[src/rtl/packet_source_pkg.sv]
// -----------------------------------------------------------------------------
// packet_source_pkg
//   Shared NoC definitions used by traffic sources and their helpers:
//   flit type codes, flit field offsets, the injector FSM encoding, the
//   default LFSR seed and the LFSR next-state function.
// -----------------------------------------------------------------------------
package packet_source_pkg;

    // Flit type, carried in the two MSBs of every flit.
    localparam logic [1:0] FLIT_BODY   = 2'b00;
    localparam logic [1:0] FLIT_HEAD   = 2'b01;
    localparam logic [1:0] FLIT_TAIL   = 2'b10;
    localparam logic [1:0] FLIT_SINGLE = 2'b11;

    localparam int TYPE_W = 2;

    // Head flit: dest at bit 0, source right above it, sequence number above
    // that. The source and sequence offsets scale with DEST_BITS, so they are
    // given here as multiples of the address width.
    localparam int HEAD_DEST_LSB   = 0;
    localparam int HEAD_SRC_MULT   = 1;   // src LSB = 1 * DEST_BITS
    localparam int HEAD_SEQ_MULT   = 2;   // seq LSB = 2 * DEST_BITS

    // Body / tail flit: sequence number then flit index.
    localparam int BODY_SEQ_LSB = 0;
    localparam int BODY_IDX_LSB = 16;

    localparam int SEQ_W = 16;
    localparam int IDX_W = 8;

    localparam logic [15:0] DEFAULT_SEED = 16'hACE1;

    typedef enum logic {
        ST_IDLE = 1'b0,
        ST_SEND = 1'b1
    } state_e;

    // Fibonacci LFSR, polynomial x^16 + x^14 + x^13 + x^11 + 1, shifting
    // toward the MSB with the feedback bit entering at bit 0.
    function automatic logic [15:0] lfsr16_next(input logic [15:0] cur);
        logic fb;
        fb = cur[15] ^ cur[13] ^ cur[12] ^ cur[10];
        return {cur[14:0], fb};
    endfunction

endpackage : packet_source_pkg

[src/rtl/packet_source_lfsr16.sv]
// -----------------------------------------------------------------------------
// lfsr16
//   16-bit Fibonacci LFSR used as the pseudo-random source of traffic
//   generators. Advances one step per clock while en is high.
//
//   Ports:
//     clk    in   rising-edge clock
//     reset  in   asynchronous, active-low reset (loads the seed)
//     en     in   advance enable
//     q      out  current LFSR value
//
//   A SEED of zero would lock the register at zero forever, so it is
//   replaced by the package default.
// -----------------------------------------------------------------------------
module lfsr16
    import packet_source_pkg::*;
#(
    parameter logic [15:0] SEED = DEFAULT_SEED
) (
    input  logic        clk,
    input  logic        reset,
    input  logic        en,
    output logic [15:0] q
);

    localparam logic [15:0] INIT = (SEED == 16'h0000) ? DEFAULT_SEED : SEED;

    logic [15:0] lfsr_q;

    // NOTE: sequential state is written with non-blocking assignments only,
    // so every flop samples its inputs as they were before the clock edge.
    always_ff @(posedge clk or negedge reset) begin
        if (!reset) begin
            lfsr_q <= INIT;
        end else if (en) begin
            lfsr_q <= lfsr16_next(lfsr_q);
        end
    end

    assign q = lfsr_q;

endmodule : lfsr16

[src/rtl/packet_source.sv]
// -----------------------------------------------------------------------------
// packet_source
//   Synthetic traffic injector for a NoC node's local input port. While send
//   is high it decides, once per idle cycle, whether to start a packet (with
//   probability INJ_RATE/256) and to which pseudo-random destination. A
//   started packet of FLITS_PER_PKT flits is streamed over valid/ready and is
//   always completed, even if send drops meanwhile.
//
//   Parameters:
//     SRC_ID         this node's address (DEST_BITS wide)
//     DEST_BITS      node address width, 1..8
//     DATA_WIDTH     flit width, >= 2*DEST_BITS+18 and >= 26
//     FLITS_PER_PKT  flits per packet, 1..255
//     INJ_RATE       injection probability in 1/256 units, 0..256
//     SEED           LFSR seed (0 is replaced by the default seed)
//
//   Ports:
//     clk        in   rising-edge clock
//     reset      in   asynchronous, active-low reset
//     send       in   injection enable, sampled only while idle
//     out_flit   out  flit to the router local port
//     out_valid  out  flit valid
//     out_ready  in   router accepts the flit
//     busy       out  a packet is in flight
//     pkt_count  out  packets whose tail was accepted, wrapping
// -----------------------------------------------------------------------------
module packet_source
    import packet_source_pkg::*;
#(
    parameter int          SRC_ID        = 0,
    parameter int          DEST_BITS     = 4,
    parameter int          DATA_WIDTH    = 32,
    parameter int          FLITS_PER_PKT = 4,
    parameter int          INJ_RATE      = 64,
    parameter logic [15:0] SEED          = DEFAULT_SEED
) (
    input  logic                  clk,
    input  logic                  reset,
    input  logic                  send,
    output logic [DATA_WIDTH-1:0] out_flit,
    output logic                  out_valid,
    input  logic                  out_ready,
    output logic                  busy,
    output logic [15:0]           pkt_count
);

    localparam logic [DEST_BITS-1:0] SRC      = DEST_BITS'(SRC_ID);
    localparam logic [IDX_W-1:0]     LAST_IDX = IDX_W'(FLITS_PER_PKT - 1);
    // Nine bits so that a rate of 256 compares above every 8-bit draw.
    localparam logic [8:0]           RATE     = 9'(INJ_RATE);
    localparam int                   TYPE_LSB = DATA_WIDTH - TYPE_W;
    localparam int                   SRC_LSB  = HEAD_SRC_MULT * DEST_BITS;
    localparam int                   SEQ_LSB  = HEAD_SEQ_MULT * DEST_BITS;

    state_e                state_q, state_d;
    logic [DATA_WIDTH-1:0] flit_q,  flit_d;
    logic [IDX_W-1:0]      idx_q,   idx_d;
    logic [SEQ_W-1:0]      seq_q,   seq_d;
    logic [15:0]           cnt_q,   cnt_d;

    logic [15:0]           lfsr_q;
    logic                  lfsr_en;
    logic                  inject;
    logic [DEST_BITS-1:0]  dest_raw;
    logic [DEST_BITS-1:0]  dest_sel;

    // -------------------------------------------------------------------------
    // Random source: advances once per idle cycle with send high, so the
    // decision and the destination both use the value before that step.
    // -------------------------------------------------------------------------
    assign lfsr_en = (state_q == ST_IDLE) && send;

    lfsr16 #(
        .SEED (SEED)
    ) u_lfsr (
        .clk   (clk),
        .reset (reset),
        .en    (lfsr_en),
        .q     (lfsr_q)
    );

    assign inject   = ({1'b0, lfsr_q[7:0]} < RATE);
    assign dest_raw = lfsr_q[DEST_BITS+7:8];
    // Never address ourselves: flip the LSB when the draw hits SRC_ID.
    assign dest_sel = (dest_raw == SRC) ? (dest_raw ^ DEST_BITS'(1)) : dest_raw;

    // -------------------------------------------------------------------------
    // Flit builders
    // -------------------------------------------------------------------------
    function automatic logic [DATA_WIDTH-1:0] head_flit(
        input logic [DEST_BITS-1:0] dest,
        input logic [SEQ_W-1:0]     seq
    );
        logic [DATA_WIDTH-1:0] f;
        f = '0;
        f[HEAD_DEST_LSB +: DEST_BITS] = dest;
        f[SRC_LSB       +: DEST_BITS] = SRC;
        f[SEQ_LSB       +: SEQ_W]     = seq;
        f[TYPE_LSB      +: TYPE_W]    = (FLITS_PER_PKT == 1) ? FLIT_SINGLE : FLIT_HEAD;
        return f;
    endfunction

    function automatic logic [DATA_WIDTH-1:0] data_flit(
        input logic [IDX_W-1:0] idx,
        input logic [SEQ_W-1:0] seq
    );
        logic [DATA_WIDTH-1:0] f;
        f = '0;
        f[BODY_SEQ_LSB +: SEQ_W]  = seq;
        f[BODY_IDX_LSB +: IDX_W]  = idx;
        f[TYPE_LSB     +: TYPE_W] = (idx == LAST_IDX) ? FLIT_TAIL : FLIT_BODY;
        return f;
    endfunction

    // -------------------------------------------------------------------------
    // Next-state logic
    // -------------------------------------------------------------------------
    // NOTE: every variable gets its hold value first, so no path through the
    // case leaves one unassigned and no latch is inferred.
    always_comb begin
        state_d = state_q;
        flit_d  = flit_q;
        idx_d   = idx_q;
        seq_d   = seq_q;
        cnt_d   = cnt_q;

        unique case (state_q)
            ST_IDLE: begin
                if (send && inject) begin
                    state_d = ST_SEND;
                    idx_d   = '0;
                    flit_d  = head_flit(dest_sel, seq_q);
                end
            end

            ST_SEND: begin
                // out_valid is high throughout SEND, so ready alone is the
                // handshake here.
                if (out_ready) begin
                    if (idx_q == LAST_IDX) begin
                        state_d = ST_IDLE;
                        flit_d  = '0;
                        seq_d   = seq_q + 16'd1;
                        cnt_d   = cnt_q + 16'd1;
                    end else begin
                        idx_d  = idx_q + 8'd1;
                        flit_d = data_flit(idx_q + 8'd1, seq_q);
                    end
                end
            end

            default: begin
                state_d = ST_IDLE;
            end
        endcase
    end

    // -------------------------------------------------------------------------
    // State registers
    // -------------------------------------------------------------------------
    // NOTE: the flit register is reset along with the control state so that
    // out_flit reads zero after reset instead of a stale partial packet.
    always_ff @(posedge clk or negedge reset) begin
        if (!reset) begin
            state_q <= ST_IDLE;
            flit_q  <= '0;
            idx_q   <= '0;
            seq_q   <= '0;
            cnt_q   <= '0;
        end else begin
            state_q <= state_d;
            flit_q  <= flit_d;
            idx_q   <= idx_d;
            seq_q   <= seq_d;
            cnt_q   <= cnt_d;
        end
    end

    // Valid and busy are the SEND state flop itself, so both are registered
    // and both fall immediately when reset is asserted.
    assign out_flit  = flit_q;
    assign out_valid = (state_q == ST_SEND);
    assign busy      = (state_q == ST_SEND);
    assign pkt_count = cnt_q;

endmodule : packet_source
[config.mk]
export PLATFORM = sky130hd
export DESIGN_NAME = packet_source
export DESIGN_NICKNAME = d
export VERILOG_FILES = /design/src/rtl/packet_source_pkg.sv /design/src/rtl/packet_source_lfsr16.sv /design/src/rtl/packet_source.sv
export SDC_FILE = /design/constraint.sdc
export NUM_CORES = 1
export LEC_CHECK = 0
export CAP_MARGIN = 20
export CORE_UTILIZATION = 54
export CTS_CLUSTER_DIAMETER = 50
export CTS_CLUSTER_SIZE = 14
export DETAILED_ROUTE_END_ITERATION = 7
export GPL_ROUTABILITY_DRIVEN = 1
export HOLD_SLACK_MARGIN = 0.05
export PLACE_DENSITY = 0.87
export SYNTH_ARGS = -nofsm -noshare
export SYNTH_HDL_FRONTEND = slang
export SYNTH_HIERARCHICAL = 1
export SYNTH_SLANG_ARGS = --single-unit
[constraint.sdc]
create_clock -name clk -period 3.67 [get_ports clk]
set_clock_uncertainty 0.05 [all_clocks]
set_input_delay 0.367 -clock clk [delete_from_list [all_inputs] [get_ports clk]]
set_output_delay 0.367 -clock clk [all_outputs]
set_load 0.05 [all_outputs]
Word-level counts from Yosys, hierarchy flattened
Index checks and enable logic that the tools add are counted.
{"block": "classes", "bitwise": 5, "n_mux": 14, "n_eq_ne": 5, "reduce_logical": 6, "addsub": 3, "magnitude_cmp": 1}
{"operator": "32-bit 2-to-1 mux", "n": 3}
{"operator": "32-bit one-hot mux with 2 select lines", "n": 1}
{"operator": "16-bit by 1-bit adder with 16-bit output, second input constant", "n": 2}
{"operator": "8-bit 2-to-1 mux", "n": 3}
{"operator": "8-bit by 2-bit equality test with 1-bit output, second input constant", "n": 2}
{"operator": "8-bit one-hot mux with 2 select lines", "n": 1}
{"operator": "8-bit by 1-bit adder with 8-bit output, second input constant", "n": 1}
{"operator": "8-bit by 7-bit less-than comparator with 1-bit output, second input constant", "n": 1}
{"operator": "3-bit AND reduction", "n": 2}
{"operator": "4-bit zero test", "n": 1}
{"operator": "1-bit 2-to-1 mux", "n": 4}
{"operator": "2-bit inequality test, second input constant", "n": 2}
{"operator": "1-bit XOR", "n": 3}
{"operator": "1-bit logical AND", "n": 2}
{"operator": "2-bit 2-to-1 mux", "n": 1}
{"operator": "2-bit by 1-bit inequality test with 1-bit output, second input constant", "n": 1}
{"operator": "1-bit NOT", "n": 2}
{"operator": "1-bit one-hot mux with 2 select lines", "n": 1}
{"operator": "2-bit AND reduction", "n": 1}
{"block": "totals", "input_bits": 4, "output_inout_bits": 50, "reg_bits": 89, "wordCells": 40}

Logic depth before layout (Yosys ltp)
Gate-level depths: netlist (run 1).
{"block": "depth", "depth_word": 6, "mapped_depth": 8, "mapped_depth_nobuf": 5}

Hierarchy
Netlist (run 1), hierarchy kept.
{"mod": "packet_source", "cells_per_inst": 296, "n_inst": 1, "area_each_um2": 3318.2}
{"mod": "lfsr16", "cells_per_inst": 38, "n_inst": 1, "area_each_um2": 675.6}

Worst setup path after synthesis (run 1)
OpenSTA, ideal clock, no wires.
{"block": "synth_path", "kind": "reg2reg", "from": "register idx_q[0]", "to": "register cnt_q[1], in the netlist pkt_count[1]", "setup_time_ns": 0.125, "slack_ns": 1.544, "arrival_ns": 1.951, "path_stages_with_launch": 8, "path_cell_list": "dfrtp_1 -> ha_1 -> buf_4 -> or4b_1 -> buf_6 -> nor3_4 -> buf_4 -> mux2_2"}
{"block": "synth_between", "elab_chain_cells": 2}
{"element": "start: declaration", "line": "packet_source.sv:57", "text": "logic [IDX_W-1:0] idx_q, idx_d;"}
{"element": "start signal: assignment", "line": "packet_source.sv:173", "text": "idx_q <= idx_d;"}
{"element": "8-bit by 2-bit equality test with 1-bit output", "line": "packet_source.sv:140", "text": "if (idx_q == LAST_IDX) begin"}
{"element": "3-bit AND reduction (no line)"}
{"element": "end signal: assignment", "line": "packet_source.sv:175", "text": "cnt_q <= cnt_d;"}
{"element": "end: declaration", "line": "packet_source.sv:59", "text": "logic [15:0] cnt_q, cnt_d;"}
Every way passes these cells.
A chain may end at the register's enable or synchronous reset.

Worst setup path after layout (run 1)
Same ends and word-level chain as after synthesis.

==> results of run 1 <==
## final cells by class
cell class	count	area share, %
Clock buffer	10	2.734
Timing Repair Buffer	53	11.74
Clock inverter	6	0.6969
Multi-Input combinational cell	226	37.39
Tap cell	96	2.573
Inverter	2	0.1608
Sequential cell	83	44.71
## worst max-delay path, stage by stage (launching register included)
cell and delay, ns:
dfrtp_1 0.45, ha_1 0.35, or4b_1 0.75, nor3_4 0.54
mux2_2 0.39
## sequential cells by signal (all words and copies together) (netlist names)
register	cells
out_flit	26
pkt_count	16
seq_q	16
u_lfsr/q	16
idx_q	8
busy	1
## per-layer routing
layer  wire (microns)  global-route usage, %  vias up
met4              165                  9.538        0
met5                0                      0        -
met1             3895                  32.61     1316
met3              334                  4.713       18
li1                 -                      -     1285
met2             3759                  33.97       87
## kinds of logic after synthesis
| logic type | count (synthesis) | share of synthesized area [%] |
|---|---|---|
| simple gates | 113 | 18.17 |
| xor+xnor | 39 | 8.553 |
| mux | 19 | 6.109 |
| fa+ha+maj | 4 | 1.253 |
| compound gates | 45 | 8.991 |
| other cells | 1 | 0.09389 |
| flops | 83 | 52.26 |
| buf+inv | 30 | 4.574 |
## metrics by stage
step / util, % / power, uW
finish: 66.86 / 2959
CTS: 66.04 / 2935
detailed placement: 63.75 / 2371
global placement: 63.75 / 2333
floorplan: - / 2101
global route: 66.86 / 3113
## placed cells by master (no fill, tap or decap), drive strengths merged, types with 5 or more instances in the layout
cell type and n:
nor2b 6, clkbuf 10, a22o 6, clkinv 5
conb 6, xor2 11, nand3 10, a221o 14
dfstp 8, mux2 19, nand4 14, buf 6
a21oi 6, and3 7, nor4 5, nor2 12
nor3b 17, xnor2 28, o21ai 6, dfrtp 75
clkdlybuf4s50 46, nand2 23, and4 5
## power by group
group | internal, uW | switching, uW
combinational | 422 | 698
sequential | 1100 | 185
clock | 240 | 319
total | 1760 | 1200
## repair_timing
action,4_1_cts,5_1_grt
hold buffers,0,1
endpoints found under the setup margin,0,0
endpoints found under the hold margin,0,41
## how the worst min path moves through the flow
stage	startpoint	end	slack, ns	depth (start not counted)
after CTS	reset	out_flit[6]$_DFFE_PN0P_	0.18	1
after global placement	pkt_count[15]$_DFFE_PN0P_	pkt_count[15]$_DFFE_PN0P_	0.41	1
after global routing	seq_q[15]$_DFFE_PN0P_	seq_q[15]$_DFFE_PN0P_	0.47	1
final	pkt_count[15]$_DFFE_PN0P_	pkt_count[15]$_DFFE_PN0P_	0.44	1
after detailed placement	pkt_count[15]$_DFFE_PN0P_	pkt_count[15]$_DFFE_PN0P_	0.43	1
after floorplan	reset	busy$_DFF_PN0_	0.02	0
==> flow_results.xml, run 1 <==
<?xml version="1.0" encoding="UTF-8"?>
<metrics>
  <group name="clock_network">
    <metric name="cts_setup_buffers" unit="">0</metric>
    <metric name="clock_insertion_delay_worst_skew" unit="ns">0.35</metric>
    <metric name="cts_htree_levels" unit="">3</metric>
    <metric name="cts_resized" unit="">0</metric>
    <metric name="cts_tree" unit="">done</metric>
    <metric name="cts-buffers-inserted" unit="">9</metric>
    <metric name="clockRootBuffer" unit="">clkbuf_8</metric>
    <metric name="clock_transition_at_path_regs" unit="ns">0.08</metric>
    <metric name="cts_sinks" unit="">83</metric>
    <metric name="cts_max_path_buffers" unit="">2</metric>
  </group>
  <group name="power_and_ir_drop">
    <metric name="maximum_vdd_drop" unit="uV">353.2</metric>
    <metric name="power.density" unit="mW/mm^2">633.8</metric>
    <metric name="total_leakage_power" unit="uW">0.002052</metric>
  </group>
  <group name="worst_setup_path">
    <metric name="startpoint_of_the_most_critical_setup_path" unit="">idx_q[0]$_DFFE_PN0P_</metric>
    <metric name="crit_path_end_kind" unit="">register</metric>
    <metric name="criticalPathCategory" unit="">register to register</metric>
    <metric name="endpoint" unit="">pkt_count[1]$_DFFE_PN0P_</metric>
    <metric name="reg_to_reg_setup_timing_slack" unit="ns">1.02</metric>
    <metric name="worst_r2r_endpoint" unit="">pkt_count[1]$_DFFE_PN0P_</metric>
    <metric name="r2r_cells" unit="">4</metric>
    <metric name="startpoint_type" unit="">register</metric>
    <metric name="worst-path-max-fanout" unit="">12</metric>
    <metric name="cp_data_required_time" unit="ns">3.86</metric>
    <metric name="timing.rr.start" unit="">idx_q[0]$_DFFE_PN0P_</metric>
    <metric name="crit_arrival" unit="ns">2.84</metric>
  </group>
  <group name="synth">
    <metric name="synth_cell_type_count" unit="">45</metric>
    <metric name="ffs_latches_synth" unit="">83</metric>
    <metric name="main_area_contributors_after_synthesis" unit="">dfrtp_1 47%, xnor2_1 6.1%, dfstp_2 5.3%</metric>
    <metric name="yosys.area.top_type" unit="">dfrtp_1</metric>
    <metric name="synth_enable_flop_cells" unit="">0</metric>
    <metric name="synth.top_cells.by_count" unit="">75 x dfrtp_1, 28 x xnor2_1, 23 x nand2_1</metric>
    <metric name="synth_cells" unit="">334</metric>
    <metric name="mappedNetlistArea" unit="sq mm">0.003994</metric>
    <metric name="fraction_of_the_yosys_area_taken_by_sequential_cells" unit="%">52.26</metric>
    <metric name="dominantRegCellSynth" unit="">dfrtp_1</metric>
    <metric name="postSynth.asyncResetShare" unit="%">100.0</metric>
    <metric name="yosysWarningCount" unit="">6</metric>
    <metric name="synthMostInstantiatedCell" unit="">dfrtp_1</metric>
    <metric name="synthDominantCellAreaShare" unit="%">46.99</metric>
    <metric name="synth_area_per_cell" unit="sq um">11.96</metric>
  </group>
  <group name="timing">
    <metric name="fin_crit_sh" unit="%">72.31</metric>
    <metric name="setup-tns-final" unit="ns">0</metric>
    <metric name="unrepaired_setup_endpoints_after_global_routing" unit="">no</metric>
    <metric name="max_freq" unit="MHz">376.8</metric>
    <metric name="max_slew.worst_pin.slew" unit="ns">0.5489</metric>
    <metric name="pins_over_slew_limit" unit="">0</metric>
    <metric name="slew-limit-headroom" unit="%">63.40</metric>
    <metric name="final_period_minus_worst_setup_slack" unit="ns">2.654</metric>
    <metric name="final.setup.worst_slack" unit="ns">1.016</metric>
    <metric name="timing.hold.ws" unit="ns">0.4371</metric>
    <metric name="setup_viol" unit="">0</metric>
    <metric name="finalHoldViolCount" unit="">0</metric>
  </group>
  <group name="route">
    <metric name="drt-pass1-iter-count" unit="">4</metric>
    <metric name="wirelength" unit="microns">8154</metric>
    <metric name="via_per_inst" unit="">5.685</metric>
    <metric name="violation_count_after_the_first_detailed_route_iteration" unit="">191</metric>
    <metric name="vias" unit="">2706</metric>
    <metric name="antenna_left" unit="">0</metric>
    <metric name="route.detailed.wl_per_inst" unit="microns">17.13</metric>
    <metric name="drc" unit="">0</metric>
  </group>
  <group name="job">
    <metric name="max-cap-violations" unit="">0</metric>
  </group>
  <group name="cells_and_area">
    <metric name="area_growth_syn_to_fin" unit="%">16.89</metric>
    <metric name="design.final.nets" unit="">383</metric>
    <metric name="antennaDiodeCount" unit="">0</metric>
    <metric name="fill_cells" unit="">505</metric>
    <metric name="multi_input_area" unit="sq mm">0.001745</metric>
    <metric name="final_area" unit="sq mm">0.004668</metric>
    <metric name="layout.cells.non_filler" unit="">476</metric>
    <metric name="drive_above_1_share" unit="%">15.26</metric>
    <metric name="ff_latch_area" unit="sq mm">0.002087</metric>
  </group>
  <group name="status">
    <metric name="run_status" unit="">completed</metric>
  </group>
  <group name="min_path">
    <metric name="hold_path.class" unit="">register to register</metric>
  </group>
  <group name="place">
    <metric name="port-buffer-count" unit="">47</metric>
    <metric name="place.detailed.hpwl" unit="microns">5340</metric>
    <metric name="placedInstanceArea" unit="sq mm">0.004451</metric>
    <metric name="place.gp.congestion" unit="">0.8547</metric>
    <metric name="detailedPlace.worstSlack" unit="ns">1.107</metric>
    <metric name="dp_cells" unit="">457</metric>
  </group>
  <group name="global_route">
    <metric name="initial_antenna_violation_count" unit="">0</metric>
    <metric name="grt_use_total" unit="%">22.82</metric>
    <metric name="largest_net_degree_at_the_start_of_global_routing" unit="">84</metric>
    <metric name="overflow" unit="">0</metric>
    <metric name="grt_pass1_vias" unit="">2647</metric>
    <metric name="grt_first_pass_wirelength" unit="microns">13200</metric>
  </group>
  <group name="die">
    <metric name="initial_utilization" unit="%">57.20</metric>
    <metric name="fp.dieH" unit="microns">88</metric>
    <metric name="core_area" unit="sq mm">0.006982</metric>
    <metric name="die_width" unit="microns">88</metric>
    <metric name="area_of_the_die" unit="sq mm">0.007744</metric>
    <metric name="placementRows" unit="">30</metric>
    <metric name="number_of_top_level_design_ports" unit="">54</metric>
  </group>
</metrics>
No activity file was read; power rests on OpenSTA's default activity.
==> run 2: changes to the inputs <==
CORE_UTILIZATION = 49   (was 54)
PLACE_DENSITY = 0.83   (was 0.87)
clock period = 2.37 ns   (was 3.67 ns; I/O delays follow)
==> run 2 against run 1 <==
  * Setup slack got worse by 0.82 ns
  * Maximum frequency grew 22%
  * Register-to-register slack worse by 0.82 ns
  * Non-clock buffer count up 8
  * Combinational power is 62% higher
  * Critical path type unchanged
  * Hold slack lost 0.077 ns
  * Global-route usage shrank 2.0 points
  * Sequential power grew 52%
  * Largest power group unchanged
  * Critical path depth grew 2
  * Wire length rose by 0.26%
  * First-iteration DRC count fell by 40%
==> flow_results.xml, run 2 (synthesis gave the netlist of run 1 again) <==
<?xml version="1.0" encoding="UTF-8"?>
<metrics>
  <group name="status">
    <metric name="run_status" unit="">completed</metric>
  </group>
  <group name="global_route">
    <metric name="largest_net_degree_at_the_start_of_global_routing" unit="">43</metric>
    <metric name="grt_pass1_vias" unit="">2806</metric>
    <metric name="grt_use_total" unit="%">20.78</metric>
    <metric name="grt_first_pass_wirelength" unit="microns">13870</metric>
    <metric name="initial_antenna_violation_count" unit="">0</metric>
    <metric name="overflow" unit="">0</metric>
  </group>
  <group name="clock_network">
    <metric name="cts_tree" unit="">done</metric>
    <metric name="clock_insertion_delay_worst_skew" unit="ns">0.35</metric>
    <metric name="cts_htree_levels" unit="">3</metric>
    <metric name="cts_max_path_buffers" unit="">2</metric>
    <metric name="cts_sinks" unit="">83</metric>
    <metric name="clock_transition_at_path_regs" unit="ns">0.09</metric>
    <metric name="cts_resized" unit="">0</metric>
    <metric name="clockRootBuffer" unit="">clkbuf_8</metric>
    <metric name="cts-buffers-inserted" unit="">9</metric>
  </group>
  <group name="route">
    <metric name="via_per_inst" unit="">5.718</metric>
    <metric name="violation_count_after_the_first_detailed_route_iteration" unit="">115</metric>
    <metric name="drt-pass1-iter-count" unit="">4</metric>
    <metric name="route.detailed.wl_per_inst" unit="microns">16.68</metric>
    <metric name="vias" unit="">2802</metric>
    <metric name="wirelength" unit="microns">8175</metric>
    <metric name="antenna_left" unit="">0</metric>
    <metric name="drc" unit="">0</metric>
  </group>
  <group name="die">
    <metric name="core_area" unit="sq mm">0.007807</metric>
    <metric name="number_of_top_level_design_ports" unit="">54</metric>
    <metric name="fp.dieH" unit="microns">92.28</metric>
    <metric name="die_width" unit="microns">92.28</metric>
    <metric name="placementRows" unit="">32</metric>
    <metric name="area_of_the_die" unit="sq mm">0.008516</metric>
    <metric name="initial_utilization" unit="%">51.15</metric>
  </group>
  <group name="cells_and_area">
    <metric name="antennaDiodeCount" unit="">0</metric>
    <metric name="mostFrequentLayoutCell" unit="">dfrtp_1</metric>
    <metric name="design.final.nets" unit="">391</metric>
    <metric name="largest_register_ff_count" unit="">26</metric>
    <metric name="mostFrequentLayoutCells" unit="">75 x dfrtp_1, 44 x clkdlybuf4s50_1, 28 x xnor2_1, 23 x nand2_1, 17 x nor3b_1</metric>
    <metric name="area_growth_syn_to_fin" unit="%">19.80</metric>
    <metric name="drive_above_1_share" unit="%">17.27</metric>
    <metric name="final_area" unit="sq mm">0.004785</metric>
  </group>
  <group name="worst_setup_path">
    <metric name="worst-path-max-fanout" unit="">7</metric>
    <metric name="criticalPathCategory" unit="">register to register</metric>
    <metric name="cp_data_required_time" unit="ns">2.55</metric>
    <metric name="crit_path_end_kind" unit="">register</metric>
    <metric name="crit_arrival" unit="ns">2.35</metric>
    <metric name="startpoint_type" unit="">register</metric>
  </group>
  <group name="power_and_ir_drop">
    <metric name="total_leakage_power" unit="uW">0.002111</metric>
    <metric name="power.density" unit="mW/mm^2">1011</metric>
    <metric name="maximum_vdd_drop" unit="uV">435.1</metric>
  </group>
  <group name="timing">
    <metric name="final_period_minus_worst_setup_slack" unit="ns">2.172</metric>
    <metric name="pins_over_slew_limit" unit="">0</metric>
    <metric name="setup-tns-final" unit="ns">0</metric>
    <metric name="setup_viol" unit="">0</metric>
    <metric name="max_freq" unit="MHz">460.5</metric>
    <metric name="max_slew.worst_pin.slew" unit="ns">0.5435</metric>
    <metric name="finalHoldViolCount" unit="">0</metric>
    <metric name="unrepaired_setup_endpoints_after_global_routing" unit="">no</metric>
    <metric name="slew-limit-headroom" unit="%">63.76</metric>
    <metric name="fin_crit_sh" unit="%">91.64</metric>
  </group>
  <group name="place">
    <metric name="port-buffer-count" unit="">47</metric>
    <metric name="place.gp.congestion" unit="">0.8116</metric>
    <metric name="placedInstanceArea" unit="sq mm">0.004566</metric>
    <metric name="place.detailed.hpwl" unit="microns">5631</metric>
  </group>
  <group name="min_path">
    <metric name="hold_path.class" unit="">input pin to asynchronous set/reset pin</metric>
  </group>
  <group name="job">
    <metric name="max-cap-violations" unit="">0</metric>
  </group>
</metrics>
==> run 2: critical path: stages (launching register included) <==
cell	delay, ns
dfrtp_1	0.43
ha_1	0.19
or4b_1	0.44
buf_4	0.21
nor4_4	0.40
nand4_1	0.17
xnor2_1	0.16
==> run 2: final timing paths <==
path	endpoint	slack (ns)	from	depth (start not counted)
min in group clk	pkt_count[15]$_DFFE_PN0P_	0.44	pkt_count[15]$_DFFE_PN0P_	1
worst min-delay path	idx_q[7]$_DFFE_PN0P_	0.36	reset	2
worst max register to register	pkt_count[15]$_DFFE_PN0P_	0.20	idx_q[0]$_DFFE_PN0P_	6
worst max-delay path	pkt_count[15]$_DFFE_PN0P_	0.20	idx_q[0]$_DFFE_PN0P_	6
max in group asynchronous	u_lfsr/q[0]$_DFFE_PN1P_	1.29	reset	3
worst min register to register	pkt_count[15]$_DFFE_PN0P_	0.44	pkt_count[15]$_DFFE_PN0P_	1
==> run 2: repair_timing <==
item,in CTS,in global routing
hold buffers,1,0
endpoints found under the hold margin,32,0
buffers inserted,0,0
==> run 2: final cells by class <==
cell class                 count  area [sq um]
clock inverter                 5         77.57
fill                         609          3023
timing repair buffer          61         608.1
clock buffer                  11         131.4
inverter                       2         7.507
tap                          102         127.6
multi-input combinational    226          1745
sequential                    83          2087
==> run 2: routing by layer <==
metal / track usage, % / routed length (microns)
met1: 28.35 / 3790
met2: 33.58 / 4008
met3: 4.146 / 302
met4: 6.250 / 73
met5: 0 / 0
==> run 2: stage by stage <==
stage,utilization [%],total power (uW),worst slack (ns),hold slack [ns],cells
after floorplan,-,3254,0.2438,-0.1086,339
after global placement,58.48,3726,0.3057,0.1960,473
after detailed placement,58.48,3782,0.1925,0.1951,473
after CTS,61.28,4867,0.1870,0.3700,490
after global routing,61.28,5102,0.05331,0.3999,490
final,61.28,4838,0.1982,0.3597,490
==> run 2: report_power, final <==
part / total [uW] / internal (uW) / leakage [uW] / switching (uW)
clock: 1070 / 591 / 0.000103 / 483
sequential: 1950 / 1700 / 0.00110 / 252
combinational: 1810 / 695 / 0.000911 / 1120
total: 4840 / 2980 / 0.00211 / 1860
==> run 3: changes to the inputs <==
CORE_MARGIN = 4   (was unset)
CORE_UTILIZATION = 25   (was 49)
PLACE_DENSITY = 0.52   (was 0.83)
==> run 3 against run 2 <==
  * Final cell count is 23% higher
  * Combinational power is 2% higher
  * Sequential power hardly changed
  * Sequential share of layout area is 2.0 points lower
  * Global-route usage is 10 points lower
  * Core utilization is 29 points lower
  * Power is 5.6% higher
  * Flip-flop and latch count stayed put
  * Hold slack better by 0.063 ns
  * Clock power is 22% higher
  * Non-clock buffer count is 5 higher
  * Critical path depth stayed put
  * Highest routed layer unchanged
==> flow_results.xml, run 3 (synthesis gave the netlist of run 1 again) <==
<?xml version="1.0" encoding="UTF-8"?>
<metrics>
  <group name="timing">
    <metric name="max_freq" unit="MHz">463.8</metric>
    <metric name="finalHoldViolCount" unit="">0</metric>
    <metric name="setup_viol" unit="">0</metric>
    <metric name="max_slew.worst_pin.slew" unit="ns">0.6818</metric>
    <metric name="timing.hold.ws" unit="ns">0.4229</metric>
    <metric name="fin_crit_sh" unit="%">90.97</metric>
    <metric name="unrepaired_setup_endpoints_after_global_routing" unit="">no</metric>
    <metric name="pins_over_slew_limit" unit="">0</metric>
    <metric name="final_period_minus_worst_setup_slack" unit="ns">2.156</metric>
    <metric name="slew-limit-headroom" unit="%">54.54</metric>
    <metric name="setup-tns-final" unit="ns">0</metric>
  </group>
  <group name="worst_setup_path">
    <metric name="worst_r2r_endpoint" unit="">pkt_count[9]$_DFFE_PN0P_</metric>
    <metric name="crit_arrival" unit="ns">2.33</metric>
    <metric name="startpoint_of_the_most_critical_setup_path" unit="">idx_q[1]$_DFFE_PN0P_</metric>
    <metric name="endpoint" unit="">pkt_count[9]$_DFFE_PN0P_</metric>
    <metric name="crit_path_end_kind" unit="">register</metric>
    <metric name="slowest_cell_on_the_critical_path" unit="">or4b_1</metric>
    <metric name="crit_path_cell_trace" unit="">ha_1 -&gt; or4b_1 -&gt; buf_4 -&gt; nor4_4 -&gt; nand4_1 -&gt; xnor2_1</metric>
    <metric name="timing.rr.start" unit="">idx_q[1]$_DFFE_PN0P_</metric>
    <metric name="criticalPathCategory" unit="">register to register</metric>
    <metric name="cp_data_required_time" unit="ns">2.54</metric>
    <metric name="startpoint_type" unit="">register</metric>
    <metric name="reg_to_reg_setup_timing_slack" unit="ns">0.21</metric>
    <metric name="crit_path_max_incr_delay" unit="ns">0.47</metric>
    <metric name="r2r_cells" unit="">6</metric>
    <metric name="worst-path-max-fanout" unit="">5</metric>
  </group>
  <group name="die">
    <metric name="initial_utilization" unit="%">25.89</metric>
    <metric name="die_width" unit="microns">134.4</metric>
    <metric name="core_area" unit="sq mm">0.01543</metric>
    <metric name="fp.dieH" unit="microns">134.4</metric>
    <metric name="number_of_top_level_design_ports" unit="">54</metric>
    <metric name="placementRows" unit="">45</metric>
    <metric name="area_of_the_die" unit="sq mm">0.01806</metric>
  </group>
  <group name="job">
    <metric name="max-cap-violations" unit="">0</metric>
  </group>
  <group name="place">
    <metric name="port-buffer-count" unit="">47</metric>
    <metric name="dp_cells" unit="">587</metric>
    <metric name="place.detailed.hpwl" unit="microns">6347</metric>
    <metric name="place.gp.congestion" unit="">0.7577</metric>
  </group>
  <group name="cells_and_area">
    <metric name="layout.cells.non_filler" unit="">604</metric>
    <metric name="antennaDiodeCount" unit="">0</metric>
    <metric name="fill_cells" unit="">1579</metric>
    <metric name="design.final.nets" unit="">396</metric>
    <metric name="area_growth_syn_to_fin" unit="%">25.56</metric>
    <metric name="mostFrequentLayoutCells" unit="">75 x dfrtp_1, 44 x clkdlybuf4s50_1, 28 x xnor2_1, 23 x nand2_1, 19 x buf_4</metric>
    <metric name="drive_above_1_share" unit="%">18.58</metric>
    <metric name="largest_register_ff_count" unit="">26</metric>
    <metric name="mostFrequentLayoutCell" unit="">dfrtp_1</metric>
  </group>
  <group name="global_route">
    <metric name="overflow" unit="">0</metric>
    <metric name="grt_first_pass_wirelength" unit="microns">15080</metric>
    <metric name="grt_pass1_vias" unit="">2805</metric>
    <metric name="largest_net_degree_at_the_start_of_global_routing" unit="">51</metric>
    <metric name="initial_antenna_violation_count" unit="">0</metric>
    <metric name="grt_use_total" unit="%">10.55</metric>
  </group>
  <group name="route">
    <metric name="violation_count_after_the_first_detailed_route_iteration" unit="">139</metric>
    <metric name="route.detailed.wl_per_inst" unit="microns">15.00</metric>
    <metric name="wirelength" unit="microns">9062</metric>
    <metric name="drc" unit="">0</metric>
    <metric name="via_per_inst" unit="">4.608</metric>
    <metric name="antenna_left" unit="">0</metric>
    <metric name="vias" unit="">2783</metric>
    <metric name="drt-pass1-iter-count" unit="">6</metric>
  </group>
  <group name="min_path">
    <metric name="hold_path.class" unit="">input pin to asynchronous set/reset pin</metric>
  </group>
  <group name="clock_network">
    <metric name="cts_sinks" unit="">83</metric>
    <metric name="cts_tree" unit="">done</metric>
    <metric name="clockRootBuffer" unit="">clkbuf_16</metric>
    <metric name="clock_insertion_delay_worst_skew" unit="ns">0.34</metric>
    <metric name="cts_max_path_buffers" unit="">2</metric>
    <metric name="cts_htree_levels" unit="">3</metric>
    <metric name="clock_transition_at_path_regs" unit="ns">0.06</metric>
    <metric name="cts_resized" unit="">0</metric>
    <metric name="cts-buffers-inserted" unit="">9</metric>
  </group>
  <group name="power_and_ir_drop">
    <metric name="power.density" unit="mW/mm^2">1019</metric>
    <metric name="power.total" unit="uW">5109</metric>
    <metric name="maximum_vdd_drop" unit="uV">454.8</metric>
    <metric name="total_leakage_power" unit="uW">0.002151</metric>
  </group>
  <group name="status">
    <metric name="run_status" unit="">completed</metric>
  </group>
</metrics>
[run 3: worst min path at each step]
stage	to	cells past startpoint
2_1_floorplan	busy$_DFF_PN0_	0
3_3_place_gp	out_flit[18]$_DFFE_PN0P_	1
3_5_place_dp	pkt_count[14]$_DFFE_PN0P_	1
4_1_cts	pkt_count[15]$_DFFE_PN0P_	1
5_1_grt	pkt_count[15]$_DFFE_PN0P_	1
6_report	out_flit[18]$_DFFE_PN0P_	2
[run 3: critical path, delay by kind of cell, from the launching register on]
| family | cells | cell delay [ns] |
|---|---|---|
| xor+xnor | 1 | 0.14 |
| simple gates | 3 | 1.06 |
| fa+ha+maj | 1 | 0.18 |
| flops | 1 | 0.42 |
| buf+inv | 1 | 0.19 |
[run 3: through the flow]
stage          area (sq um)  setup WS [ns]  util [%]
4_1_cts                5015         0.1875     32.51
3_5_place_dp           4727         0.1954     30.64
6_report               5015         0.2140     32.51
5_1_grt                5015        0.04176     32.51
3_3_place_gp           4727         0.2459     30.64
2_1_floorplan          4013         0.2438         -
[run 3: report_power, final]
group	leakage (uW)	internal [uW]	switching, uW
sequential	0.00110	1700	244
combinational	0.000929	714	1140
clock	0.000126	719	592
total	0.00215	3130	1980
[run 3: timing repair]
| action | 4_1_cts | 5_1_grt |
|---|---|---|
| endpoints found under the hold margin | 41 | 0 |
| setup buffers | 0 | 0 |
| hold buffers | 1 | 0 |
[run 3: final cells by class]
class / count / area, sq um / share of cell area (%)
Clock buffer: 10 / 229.0 / 4.566
Clock inverter: 6 / 48.80 / 0.9731
Inverter: 2 / 7.507 / 0.1497
Multi-Input combinational cell: 226 / 1745 / 34.81
Sequential cell: 83 / 2087 / 41.62
Tap cell: 211 / 264.0 / 5.264
Timing Repair Buffer: 66 / 633.1 / 12.62
[run 3: routing by layer]
metal  track usage [%]  routed length (microns)
met1             14.65                     4463
met5                 0                        0
met4             4.129                      169
met3             2.663                      433
met2             15.78                     3995
